[src/rtl/cpu_branch_pkg.sv]
// ----------------------------------------------------------------------------
// cpu_branch_pkg
// Shared encodings for the execute-stage branch path: branch opcodes, compare
// flag values and flag bit positions, plus the branch unit's FSM state type.
// ----------------------------------------------------------------------------
package cpu_branch_pkg;

    typedef enum logic [2:0] {
        BR_B    = 3'd0,
        BR_BEQ  = 3'd1,
        BR_BGT  = 3'd2,
        BR_BLT  = 3'd3,
        BR_CALL = 3'd4,
        BR_RET  = 3'd5
    } br_op_e;

    // Compare flags are {gt,eq}
    localparam logic [1:0] FLAG_LT = 2'b00;
    localparam logic [1:0] FLAG_EQ = 2'b01;
    localparam logic [1:0] FLAG_GT = 2'b10;

    localparam int FLAG_EQ_BIT = 0;
    localparam int FLAG_GT_BIT = 1;

    typedef enum logic {
        ST_IDLE  = 1'b0,
        ST_FLUSH = 1'b1
    } bru_state_e;

endpackage

[src/rtl/branch_ras.sv]
// ----------------------------------------------------------------------------
// branch_ras
// Return-address stack built as a circular buffer. A push onto a full stack
// overwrites the oldest entry and the occupancy saturates at RAS_DEPTH.
// Ports:
//   clk, rst          clock, asynchronous active-high reset
//   push, push_data   write a new return address on top
//   pop               discard the top entry (ignored when empty)
//   pop_data          current top entry (combinational, undefined when empty)
//   empty, full       occupancy status
// ----------------------------------------------------------------------------
module branch_ras #(
    parameter int PC_W      = 16,
    parameter int RAS_DEPTH = 4
) (
    input  logic            clk,
    input  logic            rst,
    input  logic            push,
    input  logic            pop,
    input  logic [PC_W-1:0] push_data,
    output logic [PC_W-1:0] pop_data,
    output logic            empty,
    output logic            full
);

    localparam int PTR_W = $clog2(RAS_DEPTH);
    localparam int CNT_W = PTR_W + 1;

    logic [PC_W-1:0]  r_mem [RAS_DEPTH];
    logic [PTR_W-1:0] r_top_ptr;   // next slot to write
    logic [CNT_W-1:0] r_count;
    logic [PTR_W-1:0] w_rd_ptr;

    assign w_rd_ptr = r_top_ptr - PTR_W'(1);
    assign pop_data = r_mem[w_rd_ptr];
    assign empty    = (r_count == '0);
    assign full     = (r_count == CNT_W'(RAS_DEPTH));

    // When full, r_top_ptr already points at the oldest entry, so a plain
    // write there implements overwrite-oldest.
    always_ff @(posedge clk or posedge rst) begin
        if (rst) begin
            r_top_ptr <= '0;
            r_count   <= '0;
        end else if (push) begin
            r_top_ptr <= r_top_ptr + PTR_W'(1);
            if (!full) begin
                r_count <= r_count + CNT_W'(1);
            end
        end else if (pop && !empty) begin
            r_top_ptr <= w_rd_ptr;
            r_count   <= r_count - CNT_W'(1);
        end
    end

    always_ff @(posedge clk) begin
        if (push) begin
            r_mem[r_top_ptr] <= push_data;
        end
    end

endmodule

[src/rtl/branch_resolve_unit.sv]
// ----------------------------------------------------------------------------
// branch_resolve_unit
// Holds the architectural compare flags and resolves conditional branches,
// calls and returns against them. A taken branch produces a one-cycle
// registered redirect and holds flush for FLUSH_CYCLES cycles, during which
// no new branch is accepted.
// Ports:
//   clk, rst                      clock, asynchronous active-high reset
//   flags_wr_en, flags_wr_data    flag write from the ALU compare ({gt,eq})
//   br_valid, br_ready            branch issue handshake
//   br_op, br_pc, br_offset       branch opcode, its PC, two's-complement offset
//   redirect_valid, redirect_pc   one-cycle fetch redirect
//   flush                         kill younger instructions
//   flags_q                       current flags register
//   ras_empty, ras_full, ras_err  return stack status, RET-on-empty pulse
// ----------------------------------------------------------------------------
module branch_resolve_unit
    import cpu_branch_pkg::*;
#(
    parameter int PC_W         = 16,
    parameter int FLUSH_CYCLES = 2,
    parameter int RAS_DEPTH    = 4
) (
    input  logic            clk,
    input  logic            rst,
    input  logic            flags_wr_en,
    input  logic [1:0]      flags_wr_data,
    input  logic            br_valid,
    output logic            br_ready,
    input  logic [2:0]      br_op,
    input  logic [PC_W-1:0] br_pc,
    input  logic [PC_W-1:0] br_offset,
    output logic            redirect_valid,
    output logic [PC_W-1:0] redirect_pc,
    output logic            flush,
    output logic [1:0]      flags_q,
    output logic            ras_empty,
    output logic            ras_full,
    output logic            ras_err
);

    localparam int CNT_W = 4;

    bru_state_e       r_state, w_state_nxt;
    logic [CNT_W-1:0] r_cnt, w_cnt_nxt;
    logic [1:0]       r_flags;
    logic             r_redirect_valid;
    logic [PC_W-1:0]  r_redirect_pc;
    logic             r_ras_err;

    logic [1:0]       w_flags_eff;
    logic             w_accept;
    logic             w_taken;
    logic             w_ret_err;
    logic             w_push;
    logic             w_pop;
    logic [PC_W-1:0]  w_target;
    logic [PC_W-1:0]  w_ret_addr;
    logic [PC_W-1:0]  w_ras_top;
    logic             w_ras_empty;
    logic             w_ras_full;

    // Same-cycle flag write is forwarded to the condition check
    assign w_flags_eff = flags_wr_en ? flags_wr_data : r_flags;
    assign w_accept    = br_valid && br_ready;
    assign w_ret_addr  = br_pc + PC_W'(1);

    always_comb begin
        w_taken   = 1'b0;
        w_ret_err = 1'b0;
        w_push    = 1'b0;
        w_pop     = 1'b0;
        w_target  = br_pc + br_offset;   // wraps modulo 2^PC_W
        if (w_accept) begin
            case (br_op)
                BR_B:    w_taken = 1'b1;
                BR_BEQ:  w_taken = (w_flags_eff == FLAG_EQ);
                BR_BGT:  w_taken = (w_flags_eff == FLAG_GT);
                BR_BLT:  w_taken = (w_flags_eff == FLAG_LT);
                BR_CALL: begin
                    w_taken = 1'b1;
                    w_push  = 1'b1;
                end
                BR_RET: begin
                    w_taken = 1'b1;
                    if (w_ras_empty) begin
                        w_target  = '0;
                        w_ret_err = 1'b1;
                    end else begin
                        w_target  = w_ras_top;
                        w_pop     = 1'b1;
                    end
                end
                default: w_taken = 1'b0;
            endcase
        end
    end

    branch_ras #(
        .PC_W      (PC_W),
        .RAS_DEPTH (RAS_DEPTH)
    ) u_ras (
        .clk       (clk),
        .rst       (rst),
        .push      (w_push),
        .pop       (w_pop),
        .push_data (w_ret_addr),
        .pop_data  (w_ras_top),
        .empty     (w_ras_empty),
        .full      (w_ras_full)
    );

    // Flush FSM: counter holds the flush cycles remaining including this one
    always_comb begin
        w_state_nxt = r_state;
        w_cnt_nxt   = r_cnt;
        case (r_state)
            ST_IDLE: begin
                if (w_accept && w_taken) begin
                    w_state_nxt = ST_FLUSH;
                    w_cnt_nxt   = CNT_W'(FLUSH_CYCLES);
                end
            end
            ST_FLUSH: begin
                if (r_cnt == CNT_W'(1)) begin
                    w_state_nxt = ST_IDLE;
                    w_cnt_nxt   = '0;
                end else begin
                    w_cnt_nxt   = r_cnt - CNT_W'(1);
                end
            end
            default: begin
                w_state_nxt = ST_IDLE;
                w_cnt_nxt   = '0;
            end
        endcase
    end

    always_ff @(posedge clk or posedge rst) begin
        if (rst) begin
            r_state          <= ST_IDLE;
            r_cnt            <= '0;
            r_flags          <= FLAG_LT;
            r_redirect_valid <= 1'b0;
            r_redirect_pc    <= '0;
            r_ras_err        <= 1'b0;
        end else begin
            r_state          <= w_state_nxt;
            r_cnt            <= w_cnt_nxt;
            r_redirect_valid <= w_taken;
            r_ras_err        <= w_ret_err;
            if (flags_wr_en) begin
                r_flags <= flags_wr_data;
            end
            if (w_taken) begin
                r_redirect_pc <= w_target;
            end
        end
    end

    assign br_ready       = (r_state == ST_IDLE);
    assign flush          = (r_state == ST_FLUSH);
    assign redirect_valid = r_redirect_valid;
    assign redirect_pc    = r_redirect_pc;
    assign flags_q        = r_flags;
    assign ras_empty      = w_ras_empty;
    assign ras_full       = w_ras_full;
    assign ras_err        = r_ras_err;

endmodule

[config.mk]
export PLATFORM = sky130hd
export DESIGN_NAME = branch_resolve_unit
export DESIGN_NICKNAME = d
export VERILOG_FILES = /design/src/rtl/cpu_branch_pkg.sv /design/src/rtl/branch_ras.sv /design/src/rtl/branch_resolve_unit.sv
export SDC_FILE = /design/constraint.sdc
export NUM_CORES = 1
export LEC_CHECK = 0
export CORE_UTILIZATION = 31
export DETAILED_ROUTE_END_ITERATION = 10
export PLACE_DENSITY = 0.49
export RECOVER_POWER = 100
export SKIP_CTS_REPAIR_TIMING = 1
export SLEW_MARGIN = 5
export SYNTH_ARGS = -nofsm -noshare
export SYNTH_HDL_FRONTEND = slang
export SYNTH_HIERARCHICAL = 1
export SYNTH_SLANG_ARGS = --single-unit
[constraint.sdc]
create_clock -name clk -period 3.3 [get_ports clk]
set_input_delay 0.495 -clock clk [delete_from_list [all_inputs] [get_ports clk]]
set_output_delay 0.495 -clock clk [all_outputs]
set_load 0.01 [all_outputs]
==> Word-level counts from Yosys, hierarchy flattened <==
Memory sizes are Yosys's and may differ from the RTL's.
Index checks and enable logic that the tools add are counted.
{ "totals": {"ramBits": 64, "romBits": 0, "out_inout_bits": 24, "latchBits": 0, "in_bits": 41, "mem_count": 1, "elab_cells": 65, "register_bits": 30} }
{ "classes": {"n_mux": 27, "bitwise": 1, "n_reduce_logical": 10, "shifts": 0, "n_mul": 0, "n_addsub": 7, "order_cmp": 0, "eq_ne": 11, "div_mod_pow": 0} }
{ "mem_list": {"columns": ["memory", "depth", "width", "rd", "rd_ports_with_merged_regs", "wr", "line", "rtl"], "rows": [
  ["u_ras.r_mem", 4, 16, 1, 0, 1, "branch_ras.sv:29", "logic [PC_W-1:0] r_mem [RAS_DEPTH];"]
]} }
{ "op_table": {"columns": ["operator", "count"], "rows": [
  ["$mux W16", 3],
  ["$add A16 B1 Y16 const B", 1],
  ["$add A16 B16 Y16", 1],
  ["$mux W1", 13],
  ["$eq A3 B3 Y1 const B", 3],
  ["$mux W3", 3],
  ["$mux W4", 2],
  ["$pmux W4 S2", 1],
  ["$eq A3 B2 Y1 const B", 2],
  ["$logic_not A3 Y1", 2],
  ["$mux W2", 3],
  ["$eq A4 B1 Y1 const B", 1],
  ["$pmux W1 S4", 1],
  ["$sub A4 B1 Y4 const B", 1],
  ["$add A3 B1 Y3 const B", 1],
  ["$eq A3 B1 Y1 const B", 1],
  ["$logic_and A1 B1 Y1", 3],
  ["$reduce_or A3 Y1", 1],
  ["$sub A3 B1 Y3 const B", 1],
  ["$add A2 B1 Y2 const B", 1],
  ["$eq A2 B1 Y1 const B", 1],
  ["$eq A2 B2 Y1 const B", 1],
  ["$logic_not A2 Y1", 1],
  ["$ne A2 B1 Y1 const B", 1],
  ["7 further kinds", 7]
]} }

==> Logic depth before layout (Yosys ltp) <==
Gate-level depths: netlist (run 1).
{ "depth": {"depth_word": 7, "ltp_mapped": 10, "mapped_depth_nobuf": 9} }

==> Modules after synthesis <==
Netlist (run 1), hierarchy kept.
{ "by_module_without_submodules": {"columns": ["mod", "instances", "seq_area_each_um2", "cells_per_inst", "area_per_inst_um2"], "rows": [
  ["branch_ras", 1, 2047.0, 127, 2752.6],
  ["branch_resolve_unit", 1, 625.6, 245, 2082.0]
]} }

==> Least setup slack after synthesis (run 1) <==
Ideal clock, no wire load.
{ "synth_path": {"kind": "input to register", "startpoint": "input br_pc[0]", "endpoint": "register r_redirect_pc[14] (netlist: redirect_pc[14])", "path_slack_ns": 0.894, "n_path_buf": 0, "setup_ns": 0.126, "t_arrival_ns": 2.280, "path_stages": 9, "required_time_ns": 3.174, "cell_sequence": "ha_1 fa_1 a21oi_1 o21ai_0 a21oi_1 o31ai_2 o22ai_1 xnor2_1 a221o_1"} }
{ "synth_between": {"elab_chain_len": 3} }
{ "synth_rtl": {"columns": ["item", "line", "rtl"], "rows": [
  ["start, declared", "branch_resolve_unit.sv:31", "input logic [PC_W-1:0] br_pc,"],
  ["$add A16 B16 Y16 (*)", "branch_resolve_unit.sv:73", "w_target = br_pc + br_offset;"],
  ["$mux W16", "branch_resolve_unit.sv:75", "case (br_op)"],
  ["$mux W16 (*)", "branch_resolve_unit.sv:74", "if (w_accept) begin"],
  ["end signal, assigned", "branch_resolve_unit.sv:156", "r_redirect_pc <= w_target;"],
  ["end, declared", "branch_resolve_unit.sv:48", "logic [PC_W-1:0] r_redirect_pc;"]
]} }
Mark *: on every way between the ends. The rest lies on a longest branch, timed or not.
A chain may end at the register's enable or synchronous reset.

==> Worst setup path in the final report (run 1) <==
{ "layout_path": {"startpoint": "input br_op[1]", "endpoint": "memory u_ras.r_mem[1][5], enable pin"} }
{ "layout_between": {"elab_chain_len": 5} }
{ "layout_rtl": {"columns": ["item", "line", "rtl"], "rows": [
  ["start, declared", "branch_resolve_unit.sv:30", "input logic [2:0] br_op,"],
  ["$eq A3 B3 Y1", "branch_resolve_unit.sv:75", null],
  ["$mux W1", "branch_resolve_unit.sv:75", null],
  ["$mux W1", "branch_resolve_unit.sv:74", null],
  ["net w_push", "branch_resolve_unit.sv:55", "logic w_push;"],
  ["$mux W1", "branch_ras.sv:57", "if (push) begin"],
  ["$mux W1 (not written as such)", "branch_ras.sv:58", "r_mem[r_top_ptr] <= push_data;"],
  ["end, declared", "branch_ras.sv:29", null]
]} }
The timed path passes the listed nets, and every way through them passes these cells.

==> PnR_summary.wiki, run 1 <==
{| class="wikitable"
! Metric !! Value
|-
| Antenna violations before repair || 0
|-
| Total design power || 3.94 mW
|-
| Mapped Cells || 372
|-
| Overall routing resource usage || 15.1%
|-
| Util after Layout || 39.5%
|-
| Cell with the biggest individual delay on the critical path || clkbuf_1
|-
| Net count after synthesis || 437
|-
| Data required time of the worst path || 3.26 ns
|-
| Total of max-cap violations || 0
|-
| Largest incremental delay on the critical path || 0.94 ns
|-
| Switching share of power || 31.7%
|-
| Crit Path Class || primary input to register
|-
| Leak Pwr || 2.31 nW
|-
| Clock tree from TritonCTS || built
|-
| Internal power consumption || 2.69 mW
|-
| Primary FF master, synth || edfxtp_1
|-
| Antenna Cells || 0
|-
| Effective utilization at floorplan || 31.8%
|-
| Number of nets in the layout || 514
|-
| Part of the Yosys area used for sequential elements || 55.3%
|-
| Worst Skew || 0.00605 ns
|-
| Via count of the first global-routing pass || 3222
|-
| Setup repair after global routing missed its margin || false
|-
| CP endpoint kind || register
|-
| DRC violation count after routing || 0
|-
| Count of synthesis-stage warnings from yosys || 6
|-
| Transition at the pin with the smallest max-transition slack || 1.29 ns
|-
| Hold violation total from the final report || 0
|-
| DP Wirelength || 8320 µm
|-
| Inst Count DP || 626
|-
| Fmax || 348 MHz
|-
| Hold depth || 2
|-
| Result of the run || finished clean
|-
| Vertical die dimension || 127 µm
|-
| Count of flip-flops with a built-in enable after synthesis || 64
|-
| Relative slew margins || 14.2%
|-
| Largest fanout on the critical path || 16
|-
| Area growth syn-to-layout || 24.2%
|-
| Crit path launch type || primary input
|-
| Total global routing overflow || 0
|-
| Number of clock sinks || 94
|-
| Worst-case hold slack || 0.475 ns
|-
| Area enclosed by the die boundary || 0.0161 mm²
|-
| Final non-filler cell total || 642
|-
| Peak supply drop || 271 µV
|-
| Synth cell types || 55
|-
| Depth of the CTS H-tree || 3
|-
| Drt total wl || 11300 µm
|-
| Reg-to-reg critical path endpoint || u_ras/r_mem[1][5]$_DFFE_PP_
|-
| Part of the total power dissipated in combinational logic || 33.7%
|-
| Maximum clock insertion buffer count || 2
|-
| Number of flip-flops and latches in the synthesized netlist || 94
|-
| Standard-cell rows || 45
|-
| Cell area power density || 656 mW/mm²
|-
| RR Startpoint || flush$_DFF_PP0_
|-
| Net switching power of the design || 1.25 mW
|-
| Number of violations reported at the end of detailed-routing iteration 0 || 131
|-
| R2R cell count || 6
|-
| Setup Total Neg Slack || 0 ns
|-
| DR vias || 3199
|-
| Latest clock arrival within the worst-skew pair || 0.35 ns
|-
| Die span in x || 127 µm
|-
| Fin worst setup slack || 0.427 ns
|-
| Crit share post-route || 87.0%
|-
| Share of flip-flops with an asynchronous set or reset after synthesis || 31.9%
|-
| Number of max-slew violations in the final report || 0
|-
| Synth Cell Area || 0.00483 mm²
|-
| Dpl ws || 0.219 ns
|-
| Total core area || 0.0152 mm²
|-
| Final min period || 2.87 ns
|-
| Cell chain of the critical path || dlygate4sd3_1, nor4b_1, buf_4, and2_1, clkbuf_1
|-
| Hold Crit Endpoint || redirect_pc[7]$_DFFE_PP0P_
|-
| Buffers added on ports || 64
|-
| Hold/Removal Path Class || register to register
|-
| Pin count of the biggest net entering global routing || 26
|-
| Placer Congestion || 0.796
|-
| Cell at the root of the clock tree || clkbuf_16
|-
| Clock Power Share || 26.5%
|-
| CTS clk-pin slew, worst paths || 0.07 ns
|-
| Data arrival time of the critical path || 2.83 ns
|-
| Count of final setup violators || 0
|-
| Via density per instance || 4.98
|-
| Number of detailed-routing iterations run before antenna repair || 5
|-
| Cell area reported after detailed placement || 0.00573 mm²
|-
| First-pass GRT wire length || 18000 µm
|-
| Residual antenna-violating net count after detailed routing || 0
|-
| Count of boundary I/O pins || 65
|-
| Average cell area after synthesis || 13.0 µm²
|-
| Final Cell Area || 0.00600 mm²
|-
| Share of post-route cells with drive strength above 1 || 8.37%
|-
| Number of buffers inserted during clock tree synthesis || 9
|-
| Sequential Power Share || 39.8%
|-
| Hold Path Origin || redirect_pc[7]$_DFFE_PP0P_
|-
| Detailed-route wire length per cell || 17.5 µm
|-
| Flop2flop setup slack || 0.47 ns
|}
## synth_stat cells, types with 2 or more instances
master	number	area share (%)
a221o_1	2	0.41
o21ai_0	24	2.5
or3_1	3	0.39
clkbuf_1	5	0.39
edfxtp_1	64	40
a21o_1	3	0.47
xnor2_1	18	3.3
a21oi_2	3	0.54
nor3b_1	2	0.31
nor2_1	21	1.6
and3_1	7	0.91
nand3b_1	2	0.31
nand3_1	10	1.0
nor3_1	3	0.31
ha_1	22	5.7
a32oi_1	2	0.36
nand2_1	31	2.4
a211oi_1	2	0.31
mux2_2	2	0.47
dfrtp_1	30	16
mux2i_1	3	0.62
buf_6	2	0.47
a22oi_1	10	1.6
xor2_1	11	2.0
mux4_1	8	4.3
a21oi_1	12	1.2
nand2b_1	2	0.26
nand4_1	6	0.78
a31oi_1	3	0.39
fa_1	2	0.83
buf_2	4	0.41
or2_2	2	0.26
nor2b_1	4	0.52
mux4_2	8	3.7
inv_1	14	1.1
and2_1	6	0.78
## placed cells by master, fill, tap and decap left out, types with 3 or more instances in the layout
cell type,count
mux2i_1,3
nor3_1,3
clkbuf_16,11
nand3_1,10
nand4_1,6
o21ai_0,24
nor2_1,21
nor2b_1,4
and3_1,7
nand2_1,31
a21o_1,3
ha_1,22
xor2_1,11
or3_1,3
edfxtp_1,64
dfrtp_1,30
mux4_1,8
a31oi_1,3
xnor2_1,18
a22oi_1,10
inv_1,14
buf_4,7
and2_0,3
dlygate4sd3_1,30
and2_1,3
mux4_2,8
a21oi_1,13
clkdlybuf4s50_1,34
clkbuf_1,7
## metal layers
metal	global-route usage, %	routed length [µm]
met5	0	0
met4	6.09	194
met3	2.61	410
met2	25.0	5420
met1	19.7	5240
## power groups by stage
stage / sequential [mW] / combinational [mW] / clock [mW]
detailed placement: 1.60 / 1.40 / 0
CTS: 1.57 / 1.41 / 1.07
global placement: 1.59 / 1.39 / 0
floorplan: 1.61 / 0.823 / 0
finish: 1.57 / 1.33 / 1.04
global route: 1.59 / 1.47 / 1.12
## worst max-delay path, delay by kind of cell
family | cells | cell delay [ns]
buffers and inverters | 3 | 1.77
AND/OR/NAND/NOR | 2 | 0.55
## logic make-up (layout without fill, tap and decap cells)
group,count (synthesis),in the layout,share of synthesized area (%)
multiplexers,22,22,9.47
adder cells (fa/ha/maj),24,24,6.52
XOR/XNOR,29,29,5.25
AO/OA/AOI/OAI,76,76,10.5
buffers and inverters,26,108,2.77
flip-flops,94,94,55.3
AND/OR/NAND/NOR,101,101,10.2
## cell type report
| type | count | area, µm² |
|---|---|---|
| Multi-Input combinational cell | 252 | 2020 |
| Clock buffer | 11 | 275 |
| Fill cell | 1466 | 9200 |
| Clock inverter | 5 | 33.8 |
| Sequential cell | 94 | 2670 |
| Tap cell | 188 | 235 |
| Timing Repair Buffer | 78 | 719 |
| Inverter | 14 | 52.6 |
## worst max-delay path by stage
stage | slack (ns) | start | to | cells past startpoint
floorplan | 0.89 | br_pc[0] | redirect_pc[14]$_DFFE_PP0P_ | 9
global placement | 0.25 | br_pc[0] | redirect_pc[14]$_DFFE_PP0P_ | 10
detailed placement | 0.22 | br_pc[0] | redirect_pc[14]$_DFFE_PP0P_ | 10
CTS | 0.59 | br_pc[0] | redirect_pc[14]$_DFFE_PP0P_ | 10
global route | 0.22 | br_pc[0] | redirect_pc[14]$_DFFE_PP0P_ | 10
finish | 0.43 | br_op[1] | u_ras/r_mem[1][5]$_DFFE_PP_ | 5
## sequential cells by signal (all words and copies together), names as in the netlist
register and flops:
redirect_valid 1, flags_q 2, u_ras/r_mem 64, u_ras/r_count 3, flush 1, r_cnt 4, ras_err 1, redirect_pc 16
u_ras/r_top_ptr 2
Power figures use the tool's default switching activity.
==> run 2: changes to the inputs <==
--- a/config.mk
+++ b/config.mk
@@ -5,9 +5,9 @@
 export SDC_FILE = /design/constraint.sdc
 export NUM_CORES = 1
 export LEC_CHECK = 0
-export CORE_UTILIZATION = 31
+export CORE_UTILIZATION = 42
 export DETAILED_ROUTE_END_ITERATION = 10
-export PLACE_DENSITY = 0.49
+export PLACE_DENSITY = 0.63
 export RECOVER_POWER = 100
 export SKIP_CTS_REPAIR_TIMING = 1
 export SLEW_MARGIN = 5
==> run 2 against run 1 <==
Die area is 26% lower. Clock-buffer cell count unchanged. Combinational power about the same. Global-route usage grew 5.0 points. Largest cell class unchanged. Largest power group unchanged.
==> PnR_summary.wiki, run 2 (synthesis gave the netlist of run 1 again) <==
{| class="wikitable"
! Metric !! Value
|-
| Result of the run || finished clean
|-
| Placer Congestion || 0.824
|-
| Cell area power density || 668 mW/mm²
|-
| Final Cell Area || 0.00596 mm²
|-
| Residual antenna-violating net count after detailed routing || 0
|-
| Total design power || 3.98 mW
|-
| Antenna Cells || 0
|-
| Detailed-route wire length per cell || 18.2 µm
|-
| Crit Path Class || primary input to register
|-
| Fin worst setup slack || 0.415 ns
|-
| Standard-cell rows || 38
|-
| Buffers added on ports || 64
|-
| Fmax || 347 MHz
|-
| Peak supply drop || 497 µV
|-
| Total core area || 0.0110 mm²
|-
| Clock tree from TritonCTS || built
|-
| Via count of the first global-routing pass || 3305
|-
| Depth of the CTS H-tree || 3
|-
| Crit path launch type || primary input
|-
| Reg-to-reg critical path endpoint || u_ras/r_mem[3][0]$_DFFE_PP_
|-
| Vertical die dimension || 109 µm
|-
| Largest fanout on the critical path || 4
|-
| Number of clock sinks || 94
|-
| Drt total wl || 10800 µm
|-
| CP endpoint kind || register
|-
| Setup Total Neg Slack || 0 ns
|-
| Effective utilization at floorplan || 43.8%
|-
| Most common cell after layout, fill and taps aside || edfxtp_1
|-
| Cell at the root of the clock tree || clkbuf_16
|-
| Number of violations reported at the end of detailed-routing iteration 0 || 185
|-
| Setup repair after global routing missed its margin || false
|-
| First-pass GRT wire length || 17400 µm
|-
| Relative slew margins || 15.0%
|-
| Number of buffers inserted during clock tree synthesis || 9
|-
| Via density per instance || 5.40
|-
| RR Startpoint || flush$_DFF_PP0_
|-
| Cell area reported after detailed placement || 0.00567 mm²
|-
| Latest clock arrival within the worst-skew pair || 0.34 ns
|-
| Worst-case hold slack || 0.476 ns
|-
| Number of nets in the layout || 513
|-
| Hold Crit Endpoint || redirect_pc[11]$_DFFE_PP0P_
|-
| Data required time of the worst path || 3.52 ns
|-
| Pin count of the biggest net entering global routing || 28
|-
| Antenna violations before repair || 0
|-
| R2R cell count || 6
|-
| Hold Path Origin || redirect_pc[11]$_DFFE_PP0P_
|-
| Area enclosed by the die boundary || 0.0119 mm²
|-
| Max reg flops || 64
|-
| Hold/Removal Path Class || register to register
|-
| Total of max-cap violations || 0
|-
| Overall routing resource usage || 20.2%
|-
| Area growth syn-to-layout || 23.3%
|-
| CTS clk-pin slew, worst paths || 0.06 ns
|-
| Total global routing overflow || 0
|-
| Crit share post-route || 87.4%
|-
| Number of max-slew violations in the final report || 0
|-
| DRC violation count after routing || 0
|-
| Dpl ws || 0.188 ns
|-
| Hold violation total from the final report || 0
|-
| DR vias || 3202
|-
| Maximum clock insertion buffer count || 2
|-
| Count of boundary I/O pins || 65
|-
| Transition at the pin with the smallest max-transition slack || 1.27 ns
|-
| Hold depth || 2
|-
| Count of final setup violators || 0
|-
| Leak Pwr || 2.30 nW
|-
| Final min period || 2.89 ns
|-
| Register with the highest flop count || u_ras/r_mem
|-
| Share of post-route cells with drive strength above 1 || 8.17%
|-
| Flop2flop setup slack || 0.51 ns
|-
| Die span in x || 109 µm
|-
| Critical path origin || br_pc[0]
|-
| DP Wirelength || 7660 µm
|-
| Data arrival time of the critical path || 3.10 ns
|-
| Worst Skew || 0.00694 ns
|-
| Commonest non-fill, non-tap cells in the layout || edfxtp_1, clkdlybuf4s50_1, nand2_1
|-
| Number of detailed-routing iterations run before antenna repair || 4
|}
-- run 2: worst max-delay path by stage --
stage                                         endpoint  slack, ns
final                      redirect_pc[14]$_DFFE_PP0P_       0.41
after floorplan            redirect_pc[14]$_DFFE_PP0P_       0.89
after CTS                  redirect_pc[14]$_DFFE_PP0P_       0.54
after detailed placement   redirect_pc[14]$_DFFE_PP0P_       0.19
after global routing      u_ras/r_mem[3][14]$_DFFE_PP_       0.27
after global placement     redirect_pc[14]$_DFFE_PP0P_       0.24
-- run 2: power breakdown --
group,switching [mW],internal (mW)
clock network,0.432,0.686
logic,0.648,0.655
registers,0.131,1.43
-- run 2: cell type report --
class	instances	area, µm²
Multi-Input combinational cell	252	2020
Tap cell	140	175
Inverter	14	52.6
Clock buffer	11	243
Timing Repair Buffer	77	708
Sequential cell	94	2670
Fill cell	965	5070
Clock inverter	5	83.8
-- run 2: per-layer routing --
layer,up-vias,wire [µm],track usage [%]
met3,12,647,4.39
met1,1539,4740,26.1
met5,-,0,0
li1,1562,-,-
met4,0,194,7.43
met2,89,5220,33.4
-- run 2: critical path, stage by stage --
cell and delay [ns]:
dlygate4sd3_1 0.56, ha_1 0.24, fa_1 0.41, a21oi_1 0.21
o21ai_0 0.15, a21oi_1 0.29, o31ai_2 0.17, o22ai_1 0.16
xnor2_1 0.09, a221o_1 0.32
-- run 2: through the flow --
stage | util (%) | instances
floorplan | - | 372
global placement | 51.4 | 577
detailed placement | 51.4 | 577
CTS | 54.3 | 593
global route | 54.0 | 593
finish | 54.0 | 593
==> variant (settings of run 1) <==
`RAS_DEPTH` is set to 4 in 2 places; all go to 2.
--- a/src/rtl/branch_ras.sv
+++ b/src/rtl/branch_ras.sv
@@ -13,3 +13,3 @@
     parameter int PC_W      = 16,
-    parameter int RAS_DEPTH = 4
+    parameter int RAS_DEPTH = 2
 ) (
--- a/src/rtl/branch_resolve_unit.sv
+++ b/src/rtl/branch_resolve_unit.sv
@@ -21,3 +21,3 @@
     parameter int FLUSH_CYCLES = 2,
-    parameter int RAS_DEPTH    = 4
+    parameter int RAS_DEPTH    = 2
 ) (
Check against the original RTL: not equivalent (a bounded check fails within 10 cycles, from zero or initial values and one cycle with rst high).
==> variant against run 1 <==
  * Wire length shrank 26%
  * Register-to-register slack gained 0.26 ns
  * Total power shrank 32%
  * Final cell count shrank 16%
  * Sequential power shrank 31%
  * Count of clock-buffer cells in the layout is the same
  * Critical path depth grew 4
  * Maximum frequency shrank 0.97%
  * Non-clock buffer count shrank 5
  * Sequential cell count shrank 34
  * Worst setup slack lost 0.028 ns
  * Design area shrank 26%
  * Area after synthesis shrank 28%
==> variant: results (changes against run 1) <==
- Initial drt markers: 96 (was 131)
- CP Max Fanout: 6 (was 16)
- Worst vdd rail ir drop: 0.316 mV (was 0.271 mV)
- Syn_nets: 377 (was 437)
- Yosys cell types: 52 (was 55)
- WL per Instance: 15.5 µm (was 17.5 µm)
- Worst slew pin tran: 1.23 ns (was 1.29 ns)
- Fraction of registers with async set or reset after synthesis: 0.467 (was 0.319)
- First-pass GRT wire length: 13,200 µm (was 18,000 µm)
- Placed cell area: 4280 µm² (was 5730 µm²)
- Via Count: 2,591 (was 3,199)
- Layout Skew: 0.0116 ns (was 0.00605 ns)
- Crit path max-delay cell type: dlygate4sd3_1 (was clkbuf_1)
- Fillers: 1,078 (was 1,466)
- Min-Delay Path Class: input pin to asynchronous set/reset pin (was flop to flop)
- CTS buffer count: 9 (unchanged)
- M1 GR Usage: 0.212 (was 0.197)
- Setup TNS Final: 0 ns (unchanged)
- CP arrival: 3.12 ns (was 2.83 ns)
- Area grow syn2layout: 29.1% (was 24.2%)
- HPWL after detailed placement: 6280 µm (was 8320 µm)
- CP peak stage delay: 0.66 ns (was 0.94 ns)
- Layout cells sized above 1: 0.108 (was 0.0837)
- DR pass1 iterations: 4 (was 5)
- Clock tree root driver cell: clkbuf_8 (was clkbuf_16)
- Top delay family on crit path: compound AO/OA/AOI/OAI gates (was buffers and inverters)
- Inst Count DP: 521 (was 626)
- CTS Buffer Depth: 2 (unchanged)
- GR Util met2: 0.240 (was 0.250)
- Gr usage total: 0.156 (was 0.151)
- Sequential area share after synthesis: 0.480 (was 0.553)
- M3 GR Usage: 0.0321 (was 0.0261)
- Post-synth EDFFs: 32 (was 64)
- Leak: 1.82 nW (was 2.31 nW)
- Vias in the first global route: 2,530 (was 3,222)
- Synth top area cells: edfxtp_1 (28%), dfrtp_1 (20%), ha_1 (6.5%) (was edfxtp_1 (40%), dfrtp_1 (16%), ha_1 (5.7%))
- CP startpoint: br_pc[1] (was br_op[1])
- Largest register FFs: 32 (was 64)
- GPL Wtd Cong: 0.851 (was 0.796)
- Status: completed (unchanged)
- Most instantiated cells after synthesis: edfxtp_1 (32), nand2_1 (32), dfrtp_1 (28) (was edfxtp_1 (64), nand2_1 (31), dfrtp_1 (30))
- Detailed Route WL: 8330 µm (was 11,300 µm)
- Worst slack at placement: 0.299 ns (was 0.219 ns)
- Mean area per synthesized cell: 10.9 µm² (was 13.0 µm²)
- Final Net Count: 452 (was 514)
[variant: cell count changes after synthesis, sizes merged, moves of 2 or more]
cell / run 1 / this run
and2: 6 / 3
xnor2: 18 / 16
ha: 22 / 18
dfrtp: 30 / 28
mux4: 16 / 0
mux2: 3 / 18
inv: 14 / 9
edfxtp: 64 / 32
nor2: 21 / 24
buf: 7 / 3
[variant: cell families after synthesis]
logic type	after synthesis	synth area share
XOR/XNOR	27	0.0684
flip-flops	60	0.480
AO/OA/AOI/OAI	71	0.136
multiplexers	20	0.0731
adder cells (fa/ha/maj)	19	0.0709
buffers and inverters	18	0.0289
AND/OR/NAND/NOR	102	0.143
[variant: metal layers]
layer,up-vias,share of wire
met4,0,0.0091
met2,69,0.45
met5,-,0
met3,5,0.055
li1,1314,-
met1,1203,0.49
[variant: cell type report]
type                       count  share of cell area
multi-input combinational    239               0.378
sequential                    60               0.372
timing repair buffer          73               0.156
tap                          140              0.0392
clock buffer                  11              0.0342
clock inverter                 5              0.0132
inverter                       9             0.00757
[variant: final timing paths]
| kind | endpoint | slack, ns | cells past startpoint |
|---|---|---|---|
| worst max-delay path | redirect_pc[15]$_DFFE_PP0P_ | 0.40 | 9 |
| worst min-delay path | u_ras/r_count[1]$_DFFE_PP0P_ | 0.47 | 2 |
| worst max register to register | u_ras/r_mem[1][12]$_DFFE_PP_ | 0.73 | 5 |
| worst min register to register | redirect_pc[8]$_DFFE_PP0P_ | 0.48 | 2 |
| max in group asynchronous | r_cnt[3]$_DFFE_PP0P_ | 1.80 | 2 |
| min in group clk | redirect_pc[8]$_DFFE_PP0P_ | 0.48 | 2 |
[variant: where the power goes]
group          internal [mW]  switching [mW]  total (mW)
clock                  0.395           0.315       0.710
sequential             0.940           0.154        1.09
combinational          0.481           0.407       0.889
